`config.mk`:
```
export PLATFORM = sky130hd
export DESIGN_NAME = decrypt_sequencer_flat
export DESIGN_NICKNAME = d
export VERILOG_FILES = /design/src/rtl/decrypt_seq_pkg.sv /design/src/rtl/decrypt_sequencer_if.sv /design/src/rtl/result_ram.sv /design/src/rtl/decrypt_sequencer.sv /design/src/flat_wrapper.sv
export SDC_FILE = /design/constraint.sdc
export NUM_CORES = 1
export LEC_CHECK = 0
export CAP_MARGIN = 25
export CORE_ASPECT_RATIO = 1.75
export CORE_MARGIN = 2
export CORE_UTILIZATION = 54
export CTS_CLUSTER_SIZE = 40
export DETAILED_ROUTE_END_ITERATION = 8
export PLACE_DENSITY = 0.83
export SLEW_MARGIN = 10
export SYNTH_ARGS = -nofsm -noshare
export SYNTH_HDL_FRONTEND = slang
export SYNTH_SLANG_ARGS = --single-unit
```
`constraint.sdc`:
```
create_clock -name clk -period 2.5 [get_ports clk]
set_input_delay 0.5 -clock clk [delete_from_list [all_inputs] [get_ports clk]]
set_output_delay 0.5 -clock clk [all_outputs]
set_load 0.1 [all_outputs]
```
`src/rtl/decrypt_seq_pkg.sv`:
```
// ============================================================
// Package : decrypt_seq_pkg
// Shared state encoding and default sizing for the decrypt sequencer.
// Rev     : 1.0
// ============================================================
`default_nettype none

package decrypt_seq_pkg;

    localparam int C_ARQ_DEFAULT       = 16;
    localparam int C_ADDR_DEFAULT      = 10;
    localparam int C_BUF_DEPTH_DEFAULT = 64;
    localparam int C_TIMEOUT_DEFAULT   = 65535;

    typedef enum logic [2:0] {
        S_IDLE   = 3'd0,
        S_SETUP  = 3'd1,
        S_CLEAR  = 3'd2,
        S_RUN    = 3'd3,
        S_STORE  = 3'd4,
        S_FINISH = 3'd5,
        S_FAULT  = 3'd6
    } seq_state_t;

endpackage

`default_nettype wire

```
`src/rtl/decrypt_sequencer_if.sv`:
```
// ============================================================
// Interface : decrypt_sequencer_if
// Host control, engine handshake and result read port of the sequencer.
// Rev       : 1.0
// ============================================================
`default_nettype none

interface decrypt_sequencer_if
    import decrypt_seq_pkg::*;
#(
    parameter int ARQ       = C_ARQ_DEFAULT,
    parameter int ADDR      = C_ADDR_DEFAULT,
    parameter int BUF_DEPTH = C_BUF_DEPTH_DEFAULT
) ();

    logic                           start;
    logic [ADDR-1:0]                base_addr;
    logic [$clog2(BUF_DEPTH):0]     num_words;
    logic [ADDR-1:0]                address;
    logic                           eng_rst;
    logic                           eng_finish;
    logic [ARQ-1:0]                 eng_result;
    logic                           busy;
    logic                           done;
    logic                           error;
    logic [$clog2(BUF_DEPTH):0]     words_done;
    logic [$clog2(BUF_DEPTH)-1:0]   rd_addr;
    logic [ARQ-1:0]                 rd_data;

    modport master (
        output start, base_addr, num_words, eng_finish, eng_result, rd_addr,
        input  address, eng_rst, busy, done, error, words_done, rd_data
    );

    modport slave (
        input  start, base_addr, num_words, eng_finish, eng_result, rd_addr,
        output address, eng_rst, busy, done, error, words_done, rd_data
    );

endinterface

`default_nettype wire

```
`src/rtl/result_ram.sv`:
```
// ============================================================
// Module : result_ram
// Single write port, registered read port buffer; array is never reset.
// Rev    : 1.0
// ============================================================
`default_nettype none

module result_ram
    import decrypt_seq_pkg::*;
#(
    parameter int ARQ       = C_ARQ_DEFAULT,
    parameter int BUF_DEPTH = C_BUF_DEPTH_DEFAULT
) (
    input  logic                          clk,
    input  logic                          rst,
    input  logic                          wr_en,
    input  logic [$clog2(BUF_DEPTH)-1:0]  wr_addr,
    input  logic [ARQ-1:0]                wr_data,
    input  logic [$clog2(BUF_DEPTH)-1:0]  rd_addr,
    output logic [ARQ-1:0]                rd_data
);

    logic [ARQ-1:0] r_mem [BUF_DEPTH];
    logic [ARQ-1:0] r_rd_data;

    always_ff @(posedge clk) begin
        if (wr_en) begin
            r_mem[wr_addr] <= wr_data;
        end
    end

    // Read samples the array before a same-cycle write lands: old data wins.
    always_ff @(posedge clk) begin
        if (!rst) begin
            r_rd_data <= '0;
        end else begin
            r_rd_data <= r_mem[rd_addr];
        end
    end

    assign rd_data = r_rd_data;

endmodule

`default_nettype wire

```
`src/rtl/decrypt_sequencer.sv`:
```
// ============================================================
// Module : decrypt_sequencer
// Walks a ciphertext address range through the decrypt engine, buffers results.
// Rev    : 1.0
// ============================================================
`default_nettype none

module decrypt_sequencer
    import decrypt_seq_pkg::*;
#(
    parameter int ARQ       = C_ARQ_DEFAULT,
    parameter int ADDR      = C_ADDR_DEFAULT,
    parameter int BUF_DEPTH = C_BUF_DEPTH_DEFAULT,
    parameter int TIMEOUT   = C_TIMEOUT_DEFAULT
) (
    input  logic                clk,
    input  logic                rst,
    decrypt_sequencer_if.slave  bus
);

    localparam int CW = $clog2(BUF_DEPTH) + 1;
    localparam int IW = $clog2(BUF_DEPTH);
    localparam int TW = $clog2(TIMEOUT + 1);

    localparam logic [CW-1:0] C_MAX_WORDS = CW'(BUF_DEPTH);
    localparam logic [TW-1:0] C_TMO_LAST  = TW'(TIMEOUT - 1);

    seq_state_t      r_state;
    seq_state_t      w_next;
    logic [ADDR-1:0] r_base;
    logic [CW-1:0]   r_count;
    logic [CW-1:0]   r_idx;
    logic [TW-1:0]   r_tmo;
    logic            r_error;
    logic            w_wr_en;
    logic [CW-1:0]   w_idx_inc;
    logic [CW-1:0]   w_count_clamped;
    logic [ARQ-1:0]  w_rd_data;

    assign w_count_clamped = (bus.num_words > C_MAX_WORDS) ? C_MAX_WORDS : bus.num_words;
    assign w_idx_inc       = r_idx + CW'(1);

    always_ff @(posedge clk) begin
        if (!rst) begin
            r_state <= S_IDLE;
        end else begin
            r_state <= w_next;
        end
    end

    always_comb begin
        w_next  = r_state;
        w_wr_en = 1'b0;
        unique case (r_state)
            S_IDLE: begin
                if (bus.start) begin
                    w_next = (w_count_clamped == '0) ? S_FINISH : S_SETUP;
                end
            end
            S_SETUP:  w_next = S_CLEAR;
            S_CLEAR:  w_next = S_RUN;
            S_RUN: begin
                if (bus.eng_finish) begin
                    w_next = S_STORE;
                end else if (r_tmo == C_TMO_LAST) begin
                    w_next = S_FAULT;
                end
            end
            S_STORE: begin
                w_wr_en = 1'b1;
                w_next  = (w_idx_inc == r_count) ? S_FINISH : S_SETUP;
            end
            S_FINISH: w_next = S_IDLE;
            S_FAULT:  w_next = S_IDLE;
            default:  w_next = S_IDLE;
        endcase
    end

    // Batch bookkeeping; the word index doubles as the stored-word count.
    always_ff @(posedge clk) begin
        if (!rst) begin
            r_base  <= '0;
            r_count <= '0;
            r_idx   <= '0;
            r_tmo   <= '0;
            r_error <= 1'b0;
        end else begin
            case (r_state)
                S_IDLE: begin
                    if (bus.start) begin
                        r_base  <= bus.base_addr;
                        r_count <= w_count_clamped;
                        r_idx   <= '0;
                        r_error <= 1'b0;
                    end
                end
                S_CLEAR: r_tmo <= '0;
                S_RUN: begin
                    if (!bus.eng_finish) begin
                        r_tmo <= r_tmo + TW'(1);
                    end
                end
                S_STORE: r_idx <= w_idx_inc;
                default: ;
            endcase
            if (w_next == S_FAULT) begin
                r_error <= 1'b1;
            end
        end
    end

    assign bus.address    = r_base + ADDR'(r_idx);
    assign bus.eng_rst    = (r_state != S_CLEAR);
    assign bus.busy       = (r_state inside {S_SETUP, S_CLEAR, S_RUN, S_STORE, S_FINISH});
    assign bus.done       = (r_state == S_FINISH);
    assign bus.error      = r_error;
    assign bus.words_done = r_idx;

    result_ram #(
        .ARQ       (ARQ),
        .BUF_DEPTH (BUF_DEPTH)
    ) u_result_ram (
        .clk     (clk),
        .rst     (rst),
        .wr_en   (w_wr_en),
        .wr_addr (r_idx[IW-1:0]),
        .wr_data (bus.eng_result),
        .rd_addr (bus.rd_addr),
        .rd_data (w_rd_data)
    );

    assign bus.rd_data = w_rd_data;

endmodule

`default_nettype wire

```
`src/flat_wrapper.sv`:
```
// flat-port wrapper written by rule: the top's interface ports become plain ports
module decrypt_sequencer_flat import decrypt_seq_pkg::*;
#(
    parameter int ARQ       = C_ARQ_DEFAULT,
    parameter int ADDR      = C_ADDR_DEFAULT,
    parameter int BUF_DEPTH = C_BUF_DEPTH_DEFAULT,
    parameter int TIMEOUT   = C_TIMEOUT_DEFAULT
)
  (clk, rst, bus_start, bus_base_addr, bus_num_words, bus_eng_finish, bus_eng_result, bus_rd_addr, bus_address, bus_eng_rst, bus_busy, bus_done, bus_error, bus_words_done, bus_rd_data);
  decrypt_sequencer_if #(.ARQ(ARQ), .ADDR(ADDR), .BUF_DEPTH(BUF_DEPTH)) bus_i ();
  input  logic clk;
  input  logic rst;
  input wire logic [$bits(bus_i.start)-1:0] bus_start;
  input wire logic [$bits(bus_i.base_addr)-1:0] bus_base_addr;
  input wire logic [$bits(bus_i.num_words)-1:0] bus_num_words;
  input wire logic [$bits(bus_i.eng_finish)-1:0] bus_eng_finish;
  input wire logic [$bits(bus_i.eng_result)-1:0] bus_eng_result;
  input wire logic [$bits(bus_i.rd_addr)-1:0] bus_rd_addr;
  output wire logic [$bits(bus_i.address)-1:0] bus_address;
  output wire logic [$bits(bus_i.eng_rst)-1:0] bus_eng_rst;
  output wire logic [$bits(bus_i.busy)-1:0] bus_busy;
  output wire logic [$bits(bus_i.done)-1:0] bus_done;
  output wire logic [$bits(bus_i.error)-1:0] bus_error;
  output wire logic [$bits(bus_i.words_done)-1:0] bus_words_done;
  output wire logic [$bits(bus_i.rd_data)-1:0] bus_rd_data;
  assign bus_i.start = bus_start;
  assign bus_i.base_addr = bus_base_addr;
  assign bus_i.num_words = bus_num_words;
  assign bus_i.eng_finish = bus_eng_finish;
  assign bus_i.eng_result = bus_eng_result;
  assign bus_i.rd_addr = bus_rd_addr;
  assign bus_address = bus_i.address;
  assign bus_eng_rst = bus_i.eng_rst;
  assign bus_busy = bus_i.busy;
  assign bus_done = bus_i.done;
  assign bus_error = bus_i.error;
  assign bus_words_done = bus_i.words_done;
  assign bus_rd_data = bus_i.rd_data;
  decrypt_sequencer #(.ARQ(ARQ), .ADDR(ADDR), .BUF_DEPTH(BUF_DEPTH), .TIMEOUT(TIMEOUT)) u_core (.clk(clk), .rst(rst), .bus(bus_i));
endmodule
```
* Word-level counts from Yosys, hierarchy flattened
Memory sizes are Yosys's and may differ from the RTL's. A register that Yosys moved wholly into a read port is not among the register bits.
Cells that the tools add are included.
** Word-level totals
- Register bits after elaboration :: 44
- Bits in latches :: 0
- RAM bits :: 1024
- ROM bits :: 0
- Bits of input ports :: 43
- Output and inout bits :: 37
- Logic and storage cells :: 51
- Memories :: 1
** Cells by class
- Add/sub/neg operators :: 3
- Multipliers :: 0
- Divide/modulo/power cells :: 0
- Magnitude comparators :: 1
- Equal/unequal tests :: 11
- Shifts and indexed selects :: 0
- Muxes and demuxes :: 17
- Bitwise logic cells :: 0
- Reduce and logical (&&, ||, !) cells :: 12
** Memories
- u_core.u_result_ram.r_mem :: words 64, width 16, rd ports 1, clocked after Yosys merged registers in 1, write ports 1, RTL line result_ram.sv:23 : logic [ARQ-1:0] r_mem [BUF_DEPTH];
** Operators with widths (count)
- 16-bit case mux with 2 select lines :: 1
- 16-bit by 1-bit adder with 16-bit output, second input constant :: 1
- 16-bit == test, second input constant :: 1
- 16-bit two-way mux :: 1
- 3-bit two-way mux :: 5
- 3-bit case mux with 5 select lines :: 1
- 7-bit two-way mux :: 2
- 7-bit case mux with 2 select lines :: 1
- 10-bit by 7-bit adder with 10-bit output :: 1
- 3-bit == test, second input constant :: 3
- 2-bit AND reduction :: 4
- 2-bit nonzero test :: 4
- 7-bit by 1-bit adder with 7-bit output, second input constant :: 1
- 7-bit == test :: 1
- 7-bit > comparator, second input constant :: 1
- 7-bit logical NOT :: 1
- 3-bit by 2-bit == test with 1-bit output, second input constant :: 2
- 1-bit two-way mux :: 6
- 5-bit nonzero test :: 1
- 2-bit != test, second input constant :: 2
- 3-bit by 1-bit == test with 1-bit output, second input constant :: 1
- 3-bit logical NOT :: 1
- 3-bit by 2-bit != test with 1-bit output, second input constant :: 1
- 1-bit logical NOT :: 1

* Logic depth before layout (Yosys ltp)
Gate-level depths: netlist of run 1.
- Depth in word-level cells :: 9
- Gate-level depth with buffers :: 9

* Hierarchy
Synthesis of run 1 repeated with hierarchy kept, for this count alone.
** Unflattened totals
- Cell total of the unflattened synthesis :: 2064
- Area, all modules :: 42208.0 µm²
** Modules (own cells, without submodules)
- result_ram :: instances 1, cells an instance 1758, area an instance 39751.9 µm², sequential area each 31069.8 µm²
- decrypt_sequencer :: instances 1, cells an instance 306, area an instance 2456.1 µm², sequential area each 880.8 µm²

* Worst setup path after synthesis of run 1
OpenSTA, ideal clock, no wires.
- Path type :: reg2out
- Start :: register u_core.r_idx[1], in the netlist u_core.bus.words_done[1]
- End :: output port bus_address[6]
- Arrival time :: 4.034 ns
- Data required time :: 2.000 ns
- Slack :: -2.034 ns
- Stages on the path, launching flop included :: 9
- Cells stage by stage :: dfxtp_1 -> inv_1 -> fa_1 -> nor2b_1 -> o21ai_0 -> a21boi_0 -> o21ai_0 -> nor2b_1 -> xnor2_1
** On the way
- Longest elaborated chain between the ends :: 1
** RTL lines
- start: declaration :: RTL line decrypt_sequencer.sv:32 : logic [CW-1:0] r_idx;
- start signal: assignment :: RTL line decrypt_sequencer.sv:103 : S_STORE: r_idx <= w_idx_inc;
- 10-bit by 7-bit adder with 10-bit output :: RTL line decrypt_sequencer.sv:112 : assign bus.address = r_base + ADDR'(r_idx);
- end: declaration :: RTL line flat_wrapper.sv:19 : output wire logic [$bits(bus_i.address)-1:0] bus_address;
Every way passes these cells.

* Worst setup path after layout of run 1
- Start :: register u_core.r_base[0]
- End :: output port bus_address[8]
** On the way
- Longest elaborated chain between the ends :: 1
** RTL lines
- start: declaration :: RTL line decrypt_sequencer.sv:30 : logic [ADDR-1:0] r_base;
- start signal: assignment :: RTL line decrypt_sequencer.sv:91 : r_base <= bus.base_addr;
- 10-bit by 7-bit adder with 10-bit output :: RTL line decrypt_sequencer.sv:112
Every way passes these cells.

==> impl_metrics.json, run 1 <==
{
  "crit_type": "reg -> out",
  "track_usage_pct": 27.9,
  "synthCells": 2045,
  "reg2reg_slack_ns": 0.17,
  "violations": "negative setup slack",
  "ys_seq_area_share_pct": 75.7,
  "synth_area_per_cell_um2": 20.6,
  "ir_drop_v": 0.000602,
  "hold_path.startpoint": "bus_eng_result[4]",
  "grt_pass1_wl_um": 160000,
  "fin_ws_ns": -0.779,
  "htree_levels": 3,
  "finalHoldViolations": 0,
  "synth_top_area_share_pct": 72.8,
  "maxCapViolCount": 0,
  "cp.arrival_ns": 2.78,
  "min_period_ns": 3.28,
  "drv_slew": 0,
  "syn_area_um2": 42200,
  "rows": 135,
  "reg2reg_depth": 6,
  "critPathMaxFanout": 2,
  "ys_ff_latch": 1084,
  "slowest_delay_ns": 0.35,
  "min_period_over_period_pct": 131,
  "crit_path_top_delay_cell": "dfxtp_2",
  "hold_class": "in -> reg",
  "synth_edf_count": 1024,
  "finalWirelength_um": 111000,
  "stdcell_area_um2": 49500,
  "ant_nets": 0,
  "drive_gt1_share_pct": 32.5,
  "yosys_warnings": 0,
  "setup_viol_count_final": 8,
  "cts.sinks": 1084,
  "cts_hold_buffers": 0,
  "r2r-start": "u_core.r_state[1]",
  "min_path_cells": 1,
  "yosysMostFrequentCell": "edfxtp_1",
  "leakagePower_nw": 16.2,
  "grt_max_degree": 65,
  "numPortBuffers": 79,
  "initial_core_util_pct": 54.6,
  "synth_cell_types": 54,
  "total_power_mw": 37.2,
  "ys.flop_type": "edfxtp_1",
  "worst_pin_slew_ns": 0.794,
  "drt_iter0_drc": 2328,
  "rsz0062_at_grt": "yes",
  "diodes": 0,
  "async_reset_ff_share_pct": 0,
  "post_drt_wl_per_cell_um": 31.9,
  "cts_root_buffer": "clkbuf_16",
  "clkLatencyLatePin_ns": 0.69,
  "antenna_found_initial": 2,
  "path_cells": "ha_4 > inv_2 > fa_2 > nor2b_2 > o21ai_2 > a21boi_2 > o21ai_2 > nor2b_4 > o211ai_1 > clkbuf_16",
  "r2r_end": "u_core.u_result_ram.r_mem[58][12]",
  "finClkSkew_ns": 0.0365,
  "outcome": "finished, violations left",
  "dp_hpwl_um": 71200,
  "cp-end-kind": "primary output",
  "io_pins": 80,
  "clkTransAtPathRegs_ns": 0.06,
  "grt_overflow_total": 0,
  "cts_tree": "done",
  "synth_commonest_cells": "edfxtp_1, mux4_2, nor2_1, nand2_1, mux2i_1",
  "post-place-ws_ns": -0.323,
  "die_x_um": 215,
  "drc": 0,
  "worstPathRequired_ns": 2.00,
  "area_delta_synth_final_pct": 17.2,
  "relSlewSlack_pct": 47.0,
  "yosys.area.top_type": "edfxtp_1",
  "fmax_mhz": 305,
  "start_kind": "flip-flop",
  "grt_pass1_vias": 23199,
  "synth_area_leaders": "edfxtp_1, mux4_2, dfxtp_1",
  "coreArea_um2": 77400,
  "globalplace.congestion": 0.967,
  "final_nets": 2433,
  "crit_buf_inv": 2,
  "vias": 22557,
  "dr.pass1.iters": 6,
  "cts_buffers": 91,
  "place_area_um2": 46300,
  "viasPerCell": 6.48,
  "clockBufferDepth": 3,
  "die_area_um2": 80500,
  "cpMostUsedCell": "o21ai_2",
  "power_density_nw_per_um2": 751,
  "fill_cells": 4975,
  "whs_endpoint": "u_core.u_result_ram.r_mem[28][4]",
  "cp_top_family": "compound AO/OA/AOI/OAI gates",
  "die_y_um": 374,
  "syn_nets": 2099,
  "holdWs_ns": 0.257
}
[per-layer routing]
layer	up-vias	share of wire, %	GRT usage [%]
met5	-	0.011	0
met4	2	8.1	19.2
met3	353	8.1	5.13
met2	1423	52	48.1
met1	11713	32	31.4
li1	9066	-	-
[registers in the layout (all words and copies together) (netlist names)]
name / count
u_core.r_tmo: 16
u_core.bus.words_done: 7
u_core.r_state: 3
u_core.bus.error: 1
u_core.u_result_ram.rd_data: 16
u_core.u_result_ram.r_mem: 1024
u_core.r_count: 7
u_core.r_base: 10
[layout by cell type (no fill, tap or decap), types with 6 or more instances in the layout]
cell                n
edfxtp_1         1024
mux4_2            263
buf_4             258
nor2_1            114
clkbuf_16          94
nand2_1            74
mux2i_1            63
dfxtp_1            51
buf_12             48
o21ai_0            37
a21oi_1            32
nand3_1            25
clkdlybuf4s50_1    22
a21boi_0           19
buf_2              17
clkinv_2           16
a211oi_1           15
clkbuf_1           15
nand3b_1           14
a22oi_1            14
xor2_1             14
bufinv_16          11
xnor2_1            10
inv_1               9
o22ai_1             9
mux2_2              9
clkinvlp_4          9
o221ai_1            8
ha_1                8
inv_6               8
clkinv_1            8
and2_1              7
nor2_4              7
nor2b_1             7
nand2b_1            6
nand4_1             6
[repair_timing]
item	CTS	global route
resized for setup	13	8
pin swaps	14	9
setup buffers	5	4
hold endpoints to repair	0	0
endpoints found under the setup margin	9	9
[worst max-delay path by stage]
stage / slack, ns / to / cells past startpoint / from
floorplan: -1.10 / bus_address[8] / 9 / u_core.bus.words_done[0]
global placement: -0.23 / u_core.u_result_ram.rd_data[8] / 7 / bus_rd_addr[3]
detailed placement: -0.32 / u_core.u_result_ram.rd_data[9] / 7 / bus_rd_addr[3]
CTS: -0.75 / bus_address[8] / 10 / u_core.r_base[0]
global route: -0.87 / bus_address[8] / 10 / u_core.r_base[0]
finish: -0.78 / bus_address[8] / 10 / u_core.r_base[0]
[logic make-up (layout without fill, tap and decap cells)]
group	count (synthesis)	after routing	synth area share (%)
fa+ha+maj	11	11	0.344
compound gates	167	167	2.54
simple gates	294	294	3.24
xor+xnor	28	28	0.581
buf+inv	121	531	1.57
mux	340	340	16.1
flops	1084	1084	75.7
[layout make-up]
type / count / area (um2) / share of cell area, %
repair buffers: 351 / 3290 / 6.65
multi-input cells: 840 / 9850 / 19.9
well taps: 1027 / 1280 / 2.60
flip-flops and latches: 1084 / 32000 / 64.6
clock inverters: 60 / 664 / 1.34
clock buffers: 109 / 2400 / 4.84
inverters: 11 / 41.3 / 0.0834
[stage by stage]
stage / utilization, % / instances / setup TNS (ns)
finish: 64.0 / 3482 / -3.88
global route: 64.0 / 3482 / -4.51
CTS: 63.9 / 3480 / -3.54
detailed placement: 59.9 / 3307 / -2.09
global placement: 59.9 / 3307 / -1.32
floorplan: - / 2045 / -12.66
[report_power, final]
| part | switching, mW | internal (mW) |
|---|---|---|
| logic | 1.60 | 0.964 |
| clock network | 6.59 | 8.09 |
| registers | 0.0497 | 19.9 |
No activity file was read; power rests on OpenSTA's default activity.
==> inputs of run 2 (changes only) <==
Settings changed: PLACE_DENSITY 0.83 to 0.73.
==> run 2 against run 1 <==
  * The run still ends with negative setup slack left
  * Largest cell class unchanged
  * Hold slack improved by 0.029 ns
  * Critical endpoint unchanged
  * Cell area increased by 0.32%
  * Combinational power decreased by 2%
  * Largest power group unchanged
==> impl_metrics.json, run 2 (synthesis results as in run 1) <==
{
  "rsz0062_at_grt": "yes",
  "die_y_um": 374,
  "cts_root_buffer": "clkbuf_16",
  "hold_path.startpoint": "bus_eng_result[5]",
  "placed_cells": 3321,
  "coreArea_um2": 77400,
  "fin_ws_ns": -0.669,
  "total_power_mw": 37.2,
  "grt_pass1_wl_um": 154000,
  "min_period_over_period_pct": 127,
  "cp.arrival_ns": 2.67,
  "ant_nets": 0,
  "p_sw_share_pct": 21.5,
  "track_usage_pct": 26.9,
  "fmax_mhz": 316,
  "largest_reg_flops": 1024,
  "violations": "negative setup slack",
  "initial_core_util_pct": 54.6,
  "combinationalPowerShare_pct": 6.8,
  "htree_levels": 3,
  "finalWirelength_um": 106000,
  "globalplace.congestion": 0.869,
  "reg2reg_depth": 6,
  "internal_power_mw": 29.2,
  "fill_cells": 5198,
  "final_common_cell": "edfxtp_1",
  "dp_hpwl_um": 68500,
  "start_kind": "flip-flop",
  "use_met1_pct": 31.8,
  "busiest_layer": "met2",
  "finClkSkew_ns": 0.0237,
  "crit_type": "reg -> out",
  "crit_path_top_delay_cell": "dfxtp_4",
  "cts_tree": "done",
  "met3_usage_pct": 3.68,
  "layout_common_cells": "edfxtp_1, buf_4, mux4_2",
  "clockPowerShare_pct": 39.6,
  "post_drt_wl_per_cell_um": 30.5,
  "dr.pass1.iters": 8,
  "viasPerCell": 6.25,
  "power.switching_mw": 7.99,
  "rows": 135,
  "drive_gt1_share_pct": 32.5,
  "antenna_found_initial": 0,
  "stdcell_count": 3493,
  "grt_overflow_total": 0,
  "grt_max_degree": 65,
  "min_path_cells": 1,
  "cts_buffers": 91,
  "relSlewSlack_pct": 43.3,
  "cts.sinks": 1084,
  "worst_pin_slew_ns": 0.845,
  "drt_iter0_drc": 2322,
  "critPathMaxFanout": 2,
  "ir_drop_v": 0.000591,
  "io_pins": 80,
  "r2r-start": "u_core.r_state[1]",
  "die_x_um": 215,
  "min_period_ns": 3.17,
  "power_density_nw_per_um2": 749,
  "leakagePower_nw": 16.3,
  "clkTransAtPathRegs_ns": 0.07,
  "drv_slew": 0,
  "clkLatencyLatePin_ns": 0.69,
  "die_area_um2": 80500,
  "cpMostUsedCell": "o21ai_2",
  "outcome": "finished, violations left",
  "area_delta_synth_final_pct": 17.6,
  "final_nets": 2444,
  "path_cells": "ha_4 > inv_2 > fa_2 > nor2b_2 > o21ai_2 > a21boi_2 > o21ai_2 > nor2b_4 > o211ai_1 > clkbuf_16",
  "slowest_delay_ns": 0.36,
  "finalHoldViolations": 0,
  "cp-startpoint": "u_core.bus.words_done[0]",
  "post-place-ws_ns": -0.696,
  "pwr-share-seq_pct": 53.6,
  "vias": 21828,
  "regMostFlops": "u_core.u_result_ram.r_mem",
  "maxCapViolCount": 0,
  "use_met2_pct": 47.5,
  "setup_viol_count_final": 8,
  "clockBufferDepth": 3,
  "hold_class": "in -> reg",
  "grt_pass1_vias": 22671,
  "cp-end-kind": "primary output",
  "numPortBuffers": 79,
  "fin_util_pct": 64.2,
  "drc": 0,
  "worstPathRequired_ns": 2.00
}
==> run 2: cell count changes in the layout (fill, tap and decap cells not counted), moves of 3 or more <==
cell	before	now
buf_12	48	53
buf_4	258	266
clkbuf_1	15	18
clkbuf_8	1	4
clkinv_4	5	2
clkinvlp_4	9	5
==> run 2: area by class of cell <==
| cell class | count | area (um2) | share of cell area (%) |
|---|---|---|---|
| antenna | 1 | 2.50 | 0.00504 |
| clock buffer | 117 | 2500 | 5.03 |
| clock inverter | 51 | 593 | 1.19 |
| inverter | 11 | 41.3 | 0.0831 |
| multi-input combinational | 840 | 9840 | 19.8 |
| sequential | 1084 | 32000 | 64.4 |
| tap | 1027 | 1280 | 2.59 |
| timing repair buffer | 362 | 3430 | 6.91 |
==> run 2: final timing paths <==
check / endpoint / slack, ns
worst max-delay path: bus_address[8] / -0.67
worst min-delay path: u_core.u_result_ram.r_mem[25][5] / 0.29
worst max register to register: u_core.u_result_ram.r_mem[24][8] / 0.18
worst min register to register: u_core.r_base[2] / 0.47
==> run 2: critical path: cells and delay by family (launching register included) <==
family	cells	cell delay (ns)
and+or+nand+nor	2	0.27
buffers and inverters	2	0.29
AOI/OAI and AO/OA	4	0.59
DFF	1	0.36
adders and majority gates	2	0.47
==> run 2: metrics by stage <==
stage	setup TNS [ns]	area [um2]	hold WS, ns
floorplan	-12.66	42400	0.447
global placement	-3.23	46500	0.458
detailed placement	-3.30	46500	0.469
CTS	-3.81	49600	0.258
global route	-4.12	49700	0.289
finish	-3.39	49700	0.286
==> run 2: repair_timing <==
action                     4_1_cts  5_1_grt
pin swaps                       13       10
hold buffers                     0        0
setup endpoints to repair        9       10
buffers inserted                 2        1
resized for setup                8        8
==> run 2: routing by layer <==
layer	share of wire [%]	wire length, um
met1	35	37300
met2	53	56500
met3	5.9	6250
met4	6.0	6350
met5	0	0
==> run 2: power groups by stage <==
stage          Combinational (mW)  Sequential, mW  Clock [mW]
5_1_grt                      2.64            19.9        15.5
2_1_floorplan                1.14            20.5           0
3_3_place_gp                 2.49            20.3           0
6_report                     2.53            19.9        14.7
3_5_place_dp                 2.53            20.3           0
4_1_cts                      2.54            19.9        14.9
